===== src/rtl/systolic_pkg.sv =====
// Shared systolic-array types and constants, plus the tile feeder state
// encoding and its feed-phase length helper.
package systolic_pkg;

  localparam int systolic_size_c = 4;

  typedef logic signed [7:0]  t_mac_data;
  typedef logic signed [31:0] t_mac_mul_data;

  typedef enum logic [1:0] {
    LOAD  = 2'd0,
    CLEAR = 2'd1,
    FEED  = 2'd2,
    DONE  = 2'd3
  } t_feeder_state_e;

  // The farthest PE (SIZE-1, SIZE-1) sees its last product 2*(SIZE-1) cycles late
  function automatic int feed_cycles_f(input int size, input int k);
    return k + 2 * size - 2;
  endfunction

endpackage


===== src/rtl/feeder_skew_mux.sv =====
// Selects, for every lane l, element t-l of that lane's buffer, or zero when
// t-l falls outside 0..K_DEPTH-1 or the feeder is not in its feed phase.
module feeder_skew_mux
  import systolic_pkg::*;
#(
  parameter int SIZE    = systolic_size_c,
  parameter int K_DEPTH = systolic_size_c,
  parameter int T_W     = 4
) (
  input  logic [T_W-1:0]                      t,
  input  logic                                active,
  input  t_mac_data [SIZE-1:0][K_DEPTH-1:0]   lane_buf,
  output t_mac_data [SIZE-1:0]                lanes
);

  localparam int IDX_W  = T_W + 1;
  localparam int KIDX_W = (K_DEPTH > 1) ? $clog2(K_DEPTH) : 1;

  for (genvar l = 0; l < SIZE; l++) begin : g_lane
    logic signed [IDX_W-1:0] idx_s;
    logic                    in_range_s;

    // Widened signed difference so early cycles (t < l) read as negative, not wrapped
    assign idx_s      = $signed({1'b0, t}) - IDX_W'(l);
    assign in_range_s = !idx_s[IDX_W-1] && (idx_s < IDX_W'(K_DEPTH));
    assign lanes[l]   = (active && in_range_s) ? lane_buf[l][idx_s[KIDX_W-1:0]] : 8'sd0;
  end

endmodule


===== src/rtl/systolic_feeder.sv =====
// Transmit side of the MAC array data interface: buffers one K-beat operand
// tile, then replays it into the array with diagonal skew and zero padding.
module systolic_feeder
  import systolic_pkg::*;
#(
  parameter int SIZE    = systolic_size_c,
  parameter int K_DEPTH = systolic_size_c
) (
  input  logic                   clock_i,
  input  logic                   reset_i,
  input  logic                   in_valid_i,
  output logic                   in_ready_o,
  input  t_mac_data [SIZE-1:0]   in_a_col_i,
  input  t_mac_data [SIZE-1:0]   in_b_row_i,
  output t_mac_data [SIZE-1:0]   a_rows_o,
  output t_mac_data [SIZE-1:0]   b_columns_o,
  output logic                   mac_clear_o,
  output logic                   mac_en_o,
  output logic                   result_valid_o,
  output logic                   busy_o
);

  localparam int FEED_CYCLES = feed_cycles_f(SIZE, K_DEPTH);
  localparam int T_W         = $clog2(FEED_CYCLES + 1);
  localparam int BEAT_W      = $clog2(K_DEPTH + 1);
  localparam int KIDX_W      = (K_DEPTH > 1) ? $clog2(K_DEPTH) : 1;

  t_feeder_state_e  state_r;
  logic [T_W-1:0]   t_r;
  logic [BEAT_W-1:0] beat_r;
  logic             feed_s;
  logic             accept_s;

  // a_buf_r[i][k] = A[i][k]; bt_buf_r[j][k] = B[k][j], stored transposed so both muxes index alike
  t_mac_data [SIZE-1:0][K_DEPTH-1:0] a_buf_r;
  t_mac_data [SIZE-1:0][K_DEPTH-1:0] bt_buf_r;

  assign feed_s   = (state_r == FEED);
  assign accept_s = (state_r == LOAD) && in_valid_i;

  // Tile sequencing: LOAD -> CLEAR -> FEED (FEED_CYCLES) -> DONE -> LOAD
  always_ff @(posedge clock_i) begin
    if (reset_i) begin
      state_r <= LOAD;
      t_r     <= '0;
      beat_r  <= '0;
    end else begin
      case (state_r)
        LOAD: begin
          if (in_valid_i) begin
            if (beat_r == BEAT_W'(K_DEPTH - 1)) begin
              beat_r  <= '0;
              state_r <= CLEAR;
            end else begin
              beat_r <= beat_r + BEAT_W'(1);
            end
          end
        end
        CLEAR: begin
          t_r     <= '0;
          state_r <= FEED;
        end
        FEED: begin
          if (t_r == T_W'(FEED_CYCLES - 1)) begin
            t_r     <= '0;
            state_r <= DONE;
          end else begin
            t_r <= t_r + T_W'(1);
          end
        end
        DONE:    state_r <= LOAD;
        default: state_r <= LOAD;
      endcase
    end
  end

  // Operand capture; contents are only meaningful once a full tile has loaded
  always_ff @(posedge clock_i) begin
    if (accept_s) begin
      for (int l = 0; l < SIZE; l++) begin
        a_buf_r[l][beat_r[KIDX_W-1:0]]  <= in_a_col_i[l];
        bt_buf_r[l][beat_r[KIDX_W-1:0]] <= in_b_row_i[l];
      end
    end
  end

  feeder_skew_mux #(
    .SIZE    (SIZE),
    .K_DEPTH (K_DEPTH),
    .T_W     (T_W)
  ) u_a_mux (
    .t        (t_r),
    .active   (feed_s),
    .lane_buf (a_buf_r),
    .lanes    (a_rows_o)
  );

  feeder_skew_mux #(
    .SIZE    (SIZE),
    .K_DEPTH (K_DEPTH),
    .T_W     (T_W)
  ) u_b_mux (
    .t        (t_r),
    .active   (feed_s),
    .lane_buf (bt_buf_r),
    .lanes    (b_columns_o)
  );

  assign in_ready_o     = (state_r == LOAD);
  assign busy_o         = (state_r != LOAD);
  assign mac_clear_o    = (state_r == CLEAR);
  assign mac_en_o       = feed_s;
  assign result_valid_o = (state_r == DONE);

endmodule


===== config.mk =====
export PLATFORM = sky130hd
export DESIGN_NAME = systolic_feeder
export DESIGN_NICKNAME = d
export VERILOG_FILES = /design/src/rtl/systolic_pkg.sv /design/src/rtl/feeder_skew_mux.sv /design/src/rtl/systolic_feeder.sv
export SDC_FILE = /design/constraint.sdc
export NUM_CORES = 1
export LEC_CHECK = 0
export BUFFER_PORTS_ARGS = -buffer_cell sky130_fd_sc_hd__buf_2
export CAP_MARGIN = 20
export CORE_MARGIN = 3
export CORE_UTILIZATION = 30
export CTS_CLUSTER_DIAMETER = 100
export CTS_CLUSTER_SIZE = 28
export DETAILED_ROUTE_END_ITERATION = 10
export GPL_ROUTABILITY_DRIVEN = 0
export PLACE_DENSITY = 0.43
export SLEW_MARGIN = 5
export SYNTH_ARGS = -nofsm -noshare
export SYNTH_HDL_FRONTEND = slang
export SYNTH_SLANG_ARGS = --single-unit

===== constraint.sdc =====
create_clock -name clock_i -period 4 [get_ports clock_i]
set_input_delay 0.2 -clock clock_i [delete_from_list [all_inputs] [get_ports clock_i]]
set_output_delay 0.2 -clock clock_i [all_outputs]
set_load 0.02 [all_outputs]

==> qor.csv, run 1 <==
stage,metric,value,unit
status,status,completed,
placement,placement.cell_area,11850,sq um
clocking,clockBufferDepth,3,
yosys,syn-cell-area,10660,sq um
floorplanning,die_area,37830,sq um
timing,finClkSkew,30.35,ps
hold_path,hold_class,input port to flip-flop,
clocking,clk_latency,500,ps
worst_setup_path,r2r_start,state_r[0],
global_route,grt_pass1_wl,37250,um
drt,drt_iter0_markers,249,
yosys,synth-compound-area-share,0.02230,
yosys,yosysSeqAreaShare,0.7381,
worst_setup_path,r2r_cells,4,
yosys,ys.flop_type,edfxtp_1,
worst_setup_path,crit_required,3800,ps
yosys,synth_nets,581,
placement,io_buffers,135,
yosys,yosysTopAreaCellShare,0.7212,
worst_setup_path,crit_fanout,21,
timing,fin_crit,3237,ps
timing,hold-worst-slack,35.02,ps
clocking,postCtsHoldBufs,65,
floorplanning,die_h,194.5,um
floorplanning,start_util,0.3063,
final_layout,fin_area,12930,sq um
worst_setup_path,end_kind,primary output,
timing,relSlewSlack,0.3264,
timing,tightestPinTransition,1009,ps
final_layout,multi_input_area,2565,sq um
final_layout,nets,781,
clocking,htree_levels,1,
yosys,synth.mux.area_fraction,0.1471,
clocking,cts.clk_slew.worst_paths,100,ps
global_route,grt_usage,0.1268,
final_layout,fillers,3244,
worst_setup_path,crit_path_start,t_r[1],
timing,hold_viol,0,
yosys,synth_fa_ha_area_frac,0.01761,
drt,wl_per_cell,20.81,um
clocking,cts.repair.resized,0,
yosys,synth-xor-area-share,0.002348,
final_layout,area_delta_synth_final,21.34,%
power,vdd_drop_max,0.0003021,V
yosys,synthTopCellsByCount,"256 x edfxtp_1, 33 x mux4_2, 32 x nor3b_1",
final_layout,layout-drive-gt1-share,0.3035,
yosys,yosysTopAreaCell,edfxtp_1,
timing,slew_violations,0,
yosys,synth-seq-cells,265,
timing,period_share,0.8093,
clocking,cts_sinks,265,
yosys,avgSynthCellArea,21.36,sq um
drt,via_per_inst,4.660,
drt,drtAntennaViolNets,0,
drt,finalWirelength,24170,um
floorplanning,row_count,68,
power,p_total,5.359,mW
timing,fmax,308.9,MHz
drt,vias,5410,
worst_setup_path,r2r_slack,1560,ps
worst_setup_path,r2r_end,bt_buf_r[37],
worst_setup_path,worstSetupPathType,flip-flop to primary output,
floorplanning,core-area,34800,sq um
final_layout,final_util,0.3717,
yosys,yosys_warnings,0,
timing,finalSetupTns,0,ps
global_route,grt_max_degree,50,
worst_setup_path,cp_data_arrival_time,3040,ps
clocking,cts_tree,done,
worst_setup_path,start_kind,flip-flop,
global_route,overflow,0,
yosys,syn_inst,499,
yosys,async_flop_share,0,
drt,drtPass1Iterations,4,
worst_setup_path,critPathCapture,a_rows_o[20],
power,p_leak,4.468,nW
run,max_cap_violations,0,
timing,grt_setup_unrepaired,false,
global_route,grt_pass1_vias,6063,
power,p_per_area,414.3,nW/um^2
floorplanning,io_pins,136,
placement,hpwl,14590,um
drt,drc_errors,0,
yosys,synthMostInstantiatedCell,edfxtp_1,
global_route,antenna_found_initial,1,
yosys,synth_top_family_by_area,multiplexers,
yosys,ys_types,37,
yosys,synth_edf_count,256,
clocking,root_buffer,clkbuf_16,
clocking,cts_setup_buffers,0,
floorplanning,die_w,194.5,um
yosys,synth-simple-area-share,0.04918,
yosys,synthTopCellsByArea,"edfxtp_1 72%, mux4_1 7.6%, mux4_2 7.0%, nor3b_1 2.3%, ha_1 1.8%",
clocking,numCtsBuffers,14,
final_layout,seq_area,7873,sq um
timing,setup_viol,0,
==> final cells by class <==
type	count	area share
multi-input combinational	194	0.1983
clock buffer	16	0.02931
antenna	1	0.0001935
clock inverter	6	0.004353
inverter	10	0.002902
tap	455	0.04402
sequential	265	0.6087
timing repair buffer	214	0.1122
==> power breakdown <==
part           switching (mW)  total (mW)  internal, mW  leakage (nW)
registers              0.0421        3.33          3.29          2.42
clock network           0.884        1.59         0.709         0.213
logic                   0.263       0.437         0.174          1.83
==> state kept, by name, indices dropped and copies added (netlist names) <==
name      count
a_buf_r     128
bt_buf_r    128
t_r           4
state_r       2
beat_r        3
==> critical path, cell delays in order (launching register included) <==
cell and delay, ps:
dfxtp_2 680, inv_1 200, ha_1 280, o21bai_1 160, o21a_1 490, nor3b_1 490, buf_2 250
==> how the worst min path moves through the flow <==
stage / startpoint / endpoint / slack [ps] / depth (start not counted)
final: in_valid_i / beat_r[1] / 40 / 3
after global routing: in_valid_i / beat_r[1] / 30 / 3
after CTS: in_valid_i / beat_r[1] / 10 / 3
after detailed placement: in_b_row_i[3] / bt_buf_r[11] / 420 / 1
after global placement: in_a_col_i[13] / a_buf_r[37] / 410 / 1
after floorplan: in_a_col_i[0] / a_buf_r[0] / 300 / 0
==> cells in the final DEF (no fill, tap or decap), types with 7 or more instances in the layout <==
cell type | synthesis | layout
a21boi_0 | 17 | 17
and3_1 | 20 | 16
buf_2 | 11 | 135
buf_4 | 0 | 13
clkbuf_16 | 0 | 15
dfxtp_1 | 9 | 7
dlygate4sd3_1 | 0 | 65
edfxtp_1 | 256 | 256
ha_1 | 15 | 14
inv_1 | 10 | 10
mux4_1 | 31 | 31
mux4_2 | 33 | 33
nand2_1 | 10 | 10
nor3b_1 | 32 | 32
==> layer usage <==
layer  global-route usage  part of all wire  up-vias
met5                    0                 0        -
met4              0.02314             0.010        0
met3              0.02271             0.040       15
met2               0.2175              0.50       97
met1               0.1715              0.45     2832
li1                     -                 -     2466
==> stage by stage <==
step / setup WS, ps / std cells
after floorplan: 1037 / 499
after global placement: 1240 / 1072
after detailed placement: 1201 / 1073
after CTS: 643.3 / 1160
after global routing: 517.0 / 1160
final: 762.6 / 1161
==> cell families (layout without fill, tap and decap cells) <==
group	count (synthesis)	after routing
DFF	265	265
and+or+nand+nor	80	80
muxes	65	65
buffers and inverters	40	246
AOI/OAI and AO/OA	32	32
adders and majority gates	15	15
xor gates and xnor gates	2	2
other	0	1
Power figures use the tool's default switching activity.
==> inputs of run 2 (changes only) <==
ABC_AREA = 1   (was default)
PLACE_DENSITY = 0.44   (was 0.43)
clock period = 2.6 ns   (was 4 ns; I/O delays follow)
==> run 2 against run 1 <==
Compared with the run above:
- sequential power up 61%
- flip-flop and latch count unchanged
- hold slack better by 6.5 ps
- area after synthesis up 1.8%
- count of clock-buffer cells in the layout up 2
- non-clock buffer count up 8
- first-iteration DRC count up 37%
- sequential share of layout area down 0.89 points
- routed wire length up 8.4%
- core utilization down 0.27 points
- power up 77%
- critical path depth up 3
- critical endpoint is now b_columns_o[18]
- highest routed layer is now met5
==> qor.csv, run 2 <==
stage,metric,value,unit
worst_setup_path,crit_path_top_delay_cell,dfxtp_1,
placement,pre_cts_ws,590.7,ps
drt,drc_errors,0,
final_layout,antenna_cells,0,
floorplanning,die_w,196.2,um
yosys,async_flop_share,0,
global_route,antenna_found_initial,1,
yosys,synth-seq-cells,265,
floorplanning,core-area,35570,sq um
clocking,cts_tree,done,
final_layout,multi_input_area,2496,sq um
yosys,yosys_warnings,0,
timing,slew_violations,0,
yosys,synth_edf_count,256,
yosys,synth_nets,1003,
timing,finalSetupTns,0,ps
placement,io_buffers,135,
yosys,yosysSeqAreaShare,0.7253,
worst_setup_path,worstSetupPathType,flip-flop to primary output,
floorplanning,die_h,196.2,um
floorplanning,io_pins,136,
global_route,overflow,0,
final_layout,seq_area,7871,sq um
yosys,ys.flop_type,edfxtp_1,
final_layout,area_delta_synth_final,20.98,%
placement,hpwl,14540,um
global_route,grt_pass1_vias,6922,
worst_setup_path,crit_required,2470,ps
drt,vias,7014,
hold_path,hold_class,input port to flip-flop,
floorplanning,row_count,69,
final_layout,final_cells,1577,
drt,finalWirelength,26190,um
power,vdd_drop_max,0.0003947,V
drt,drtAntennaViolNets,0,
yosys,avgSynthCellArea,11.78,sq um
power,p_leak,5.028,nW
worst_setup_path,start_kind,flip-flop,
final_layout,layout_commonest_cell,nor2_1,
worst_setup_path,crit_fanout,14,
timing,tightestPinTransition,560.7,ps
timing,finClkSkew,31.63,ps
yosys,synthMostInstantiatedCell,nor2_1,
yosys,syn-cell-area,10850,sq um
floorplanning,die_area,38480,sq um
placement,placedCellCount,1492,
clocking,root_buffer,clkbuf_16,
worst_setup_path,cp_slowest_stage_delay,340,ps
yosys,yosysTopAreaCellShare,0.7087,
power,p_per_area,724.4,nW/um^2
final_layout,layout-drive-gt1-share,0.1658,
final_layout,most-common-layout-cells,"292 x nor2_1, 256 x edfxtp_1, 134 x buf_2",
global_route,grt_usage,0.1340,
run,max_cap_violations,0,
timing,relSlewSlack,0.6262,
drt,via_per_inst,4.448,
timing,grt_setup_unrepaired,false,
yosys,yosysTopAreaCell,edfxtp_1,
drt,drtPass1Iterations,4,
floorplanning,start_util,0.3050,
global_route,grt_max_degree,131,
clocking,clk_latency,500,ps
yosys,synthTopCellsByArea,"edfxtp_1 71%, nor2_1 10%, o21ai_0 4.8%, nand2_1 2.0%, a21oi_1 1.9%",
clocking,numCtsBuffers,13,
clocking,clockBufferDepth,3,
yosys,syn_inst,921,
status,status,completed,
timing,setup_ws,178.0,ps
timing,setup_viol,0,
clocking,cts_setup_buffers,0,
timing,period_share,0.9315,
clocking,htree_levels,1,
timing,fmax,412.9,MHz
worst_setup_path,crit_path_cell_trace,inv_2 > buf_6 > ha_2 > inv_1 > a21oi_1 > nand4_2 > buf_6 > a21oi_1 > buf_2,
worst_setup_path,end_kind,primary output,
global_route,grt_pass1_wl,40370,um
final_layout,nets,1192,
timing,fin_crit,2422,ps
timing,hold_viol,0,
drt,drt_iter0_markers,342,
final_layout,fillers,3556,
clocking,cts.clk_slew.worst_paths,110,ps
worst_setup_path,cp_data_arrival_time,2290,ps
drt,wl_per_cell,16.61,um
yosys,synthTopCellsByCount,"295 x nor2_1, 256 x edfxtp_1, 103 x o21ai_0",
clocking,cts_sinks,265,
yosys,ys_types,20,
## run 2: cell types whose count changed after synthesis, moves of 6 or more
cell      change
nor2_1      +293
o21ai_0     +102
nand2_1      +47
inv_1        +41
a21oi_1      +36
mux4_2       -33
nor3b_1      -32
mux4_1       -31
o21ai_1      +29
and3_1       -20
a21boi_0     -17
buf_4         +8
clkbuf_2      +8
nand3_1       +6
## run 2: layout make-up
| type | instances | share of cell area |
|---|---|---|
| clock inverter | 3 | 0.002193 |
| clock buffer | 18 | 0.02622 |
| sequential | 265 | 0.5998 |
| multi-input combinational | 554 | 0.1902 |
| tap | 461 | 0.04395 |
| inverter | 54 | 0.01583 |
| timing repair buffer | 222 | 0.1218 |
## run 2: through the flow
| stage | instance area, sq um | power, mW | hold WS (ps) | utilization |
|---|---|---|---|---|
| global route | 13120 | 10.09 | 50.85 | 0.3690 |
| finish | 13120 | 9.507 | 41.53 | 0.3690 |
| CTS | 13100 | 9.686 | 21.65 | 0.3682 |
| detailed placement | 12070 | 7.321 | 347.8 | 0.3394 |
| global placement | 12070 | 7.323 | 346.4 | 0.3394 |
| floorplan | 10860 | 6.659 | 199.1 | - |
## run 2: critical path: cells and delay by family (launching register included)
kind / cells / cell delay, ps
AND/OR/NAND/NOR: 1 / 160
flip-flops: 1 / 340
buffers and inverters: 5 / 720
AO/OA/AOI/OAI: 2 / 330
adder cells (fa/ha/maj): 1 / 230
## run 2: timing repair
item                                   CTS  global route
setup endpoints to repair                0            34
hold buffers                            65             0
endpoints found under the hold margin  259             0
gates resized for setup                  0            10
## run 2: logic make-up after synthesis
group,after synthesis,synth area share
simple gates,365,0.1302
flops,265,0.7253
compound gates,174,0.08028
buf+inv,102,0.04694
fa+ha+maj,15,0.01730
## run 2: worst paths after layout
path / start / end / slack, ps / cells past startpoint
worst max-delay path: t_r[1] / b_columns_o[18] / 180 / 9
worst min-delay path: in_valid_i / beat_r[0] / 40 / 5
worst max register to register: state_r[1] / a_buf_r[92] / 670 / 7
worst min register to register: beat_r[2] / beat_r[2] / 470 / 2
## run 2: power breakdown
part / switching (mW) / leakage [nW] / total, mW / internal [mW]
logic: 1.31 / 2.44 / 1.89 / 0.573
registers: 0.104 / 2.41 / 5.36 / 5.26
clock network: 1.30 / 0.179 / 2.26 / 0.959
total: 2.72 / 5.03 / 9.51 / 6.79
## run 2: metal layers
layer	GRT usage	wire, um	part of all wire
met5	0	7	0.00027
met4	0.02429	315	0.012
met3	0.02095	961	0.037
met2	0.2241	12390	0.47
met1	0.1875	12510	0.48
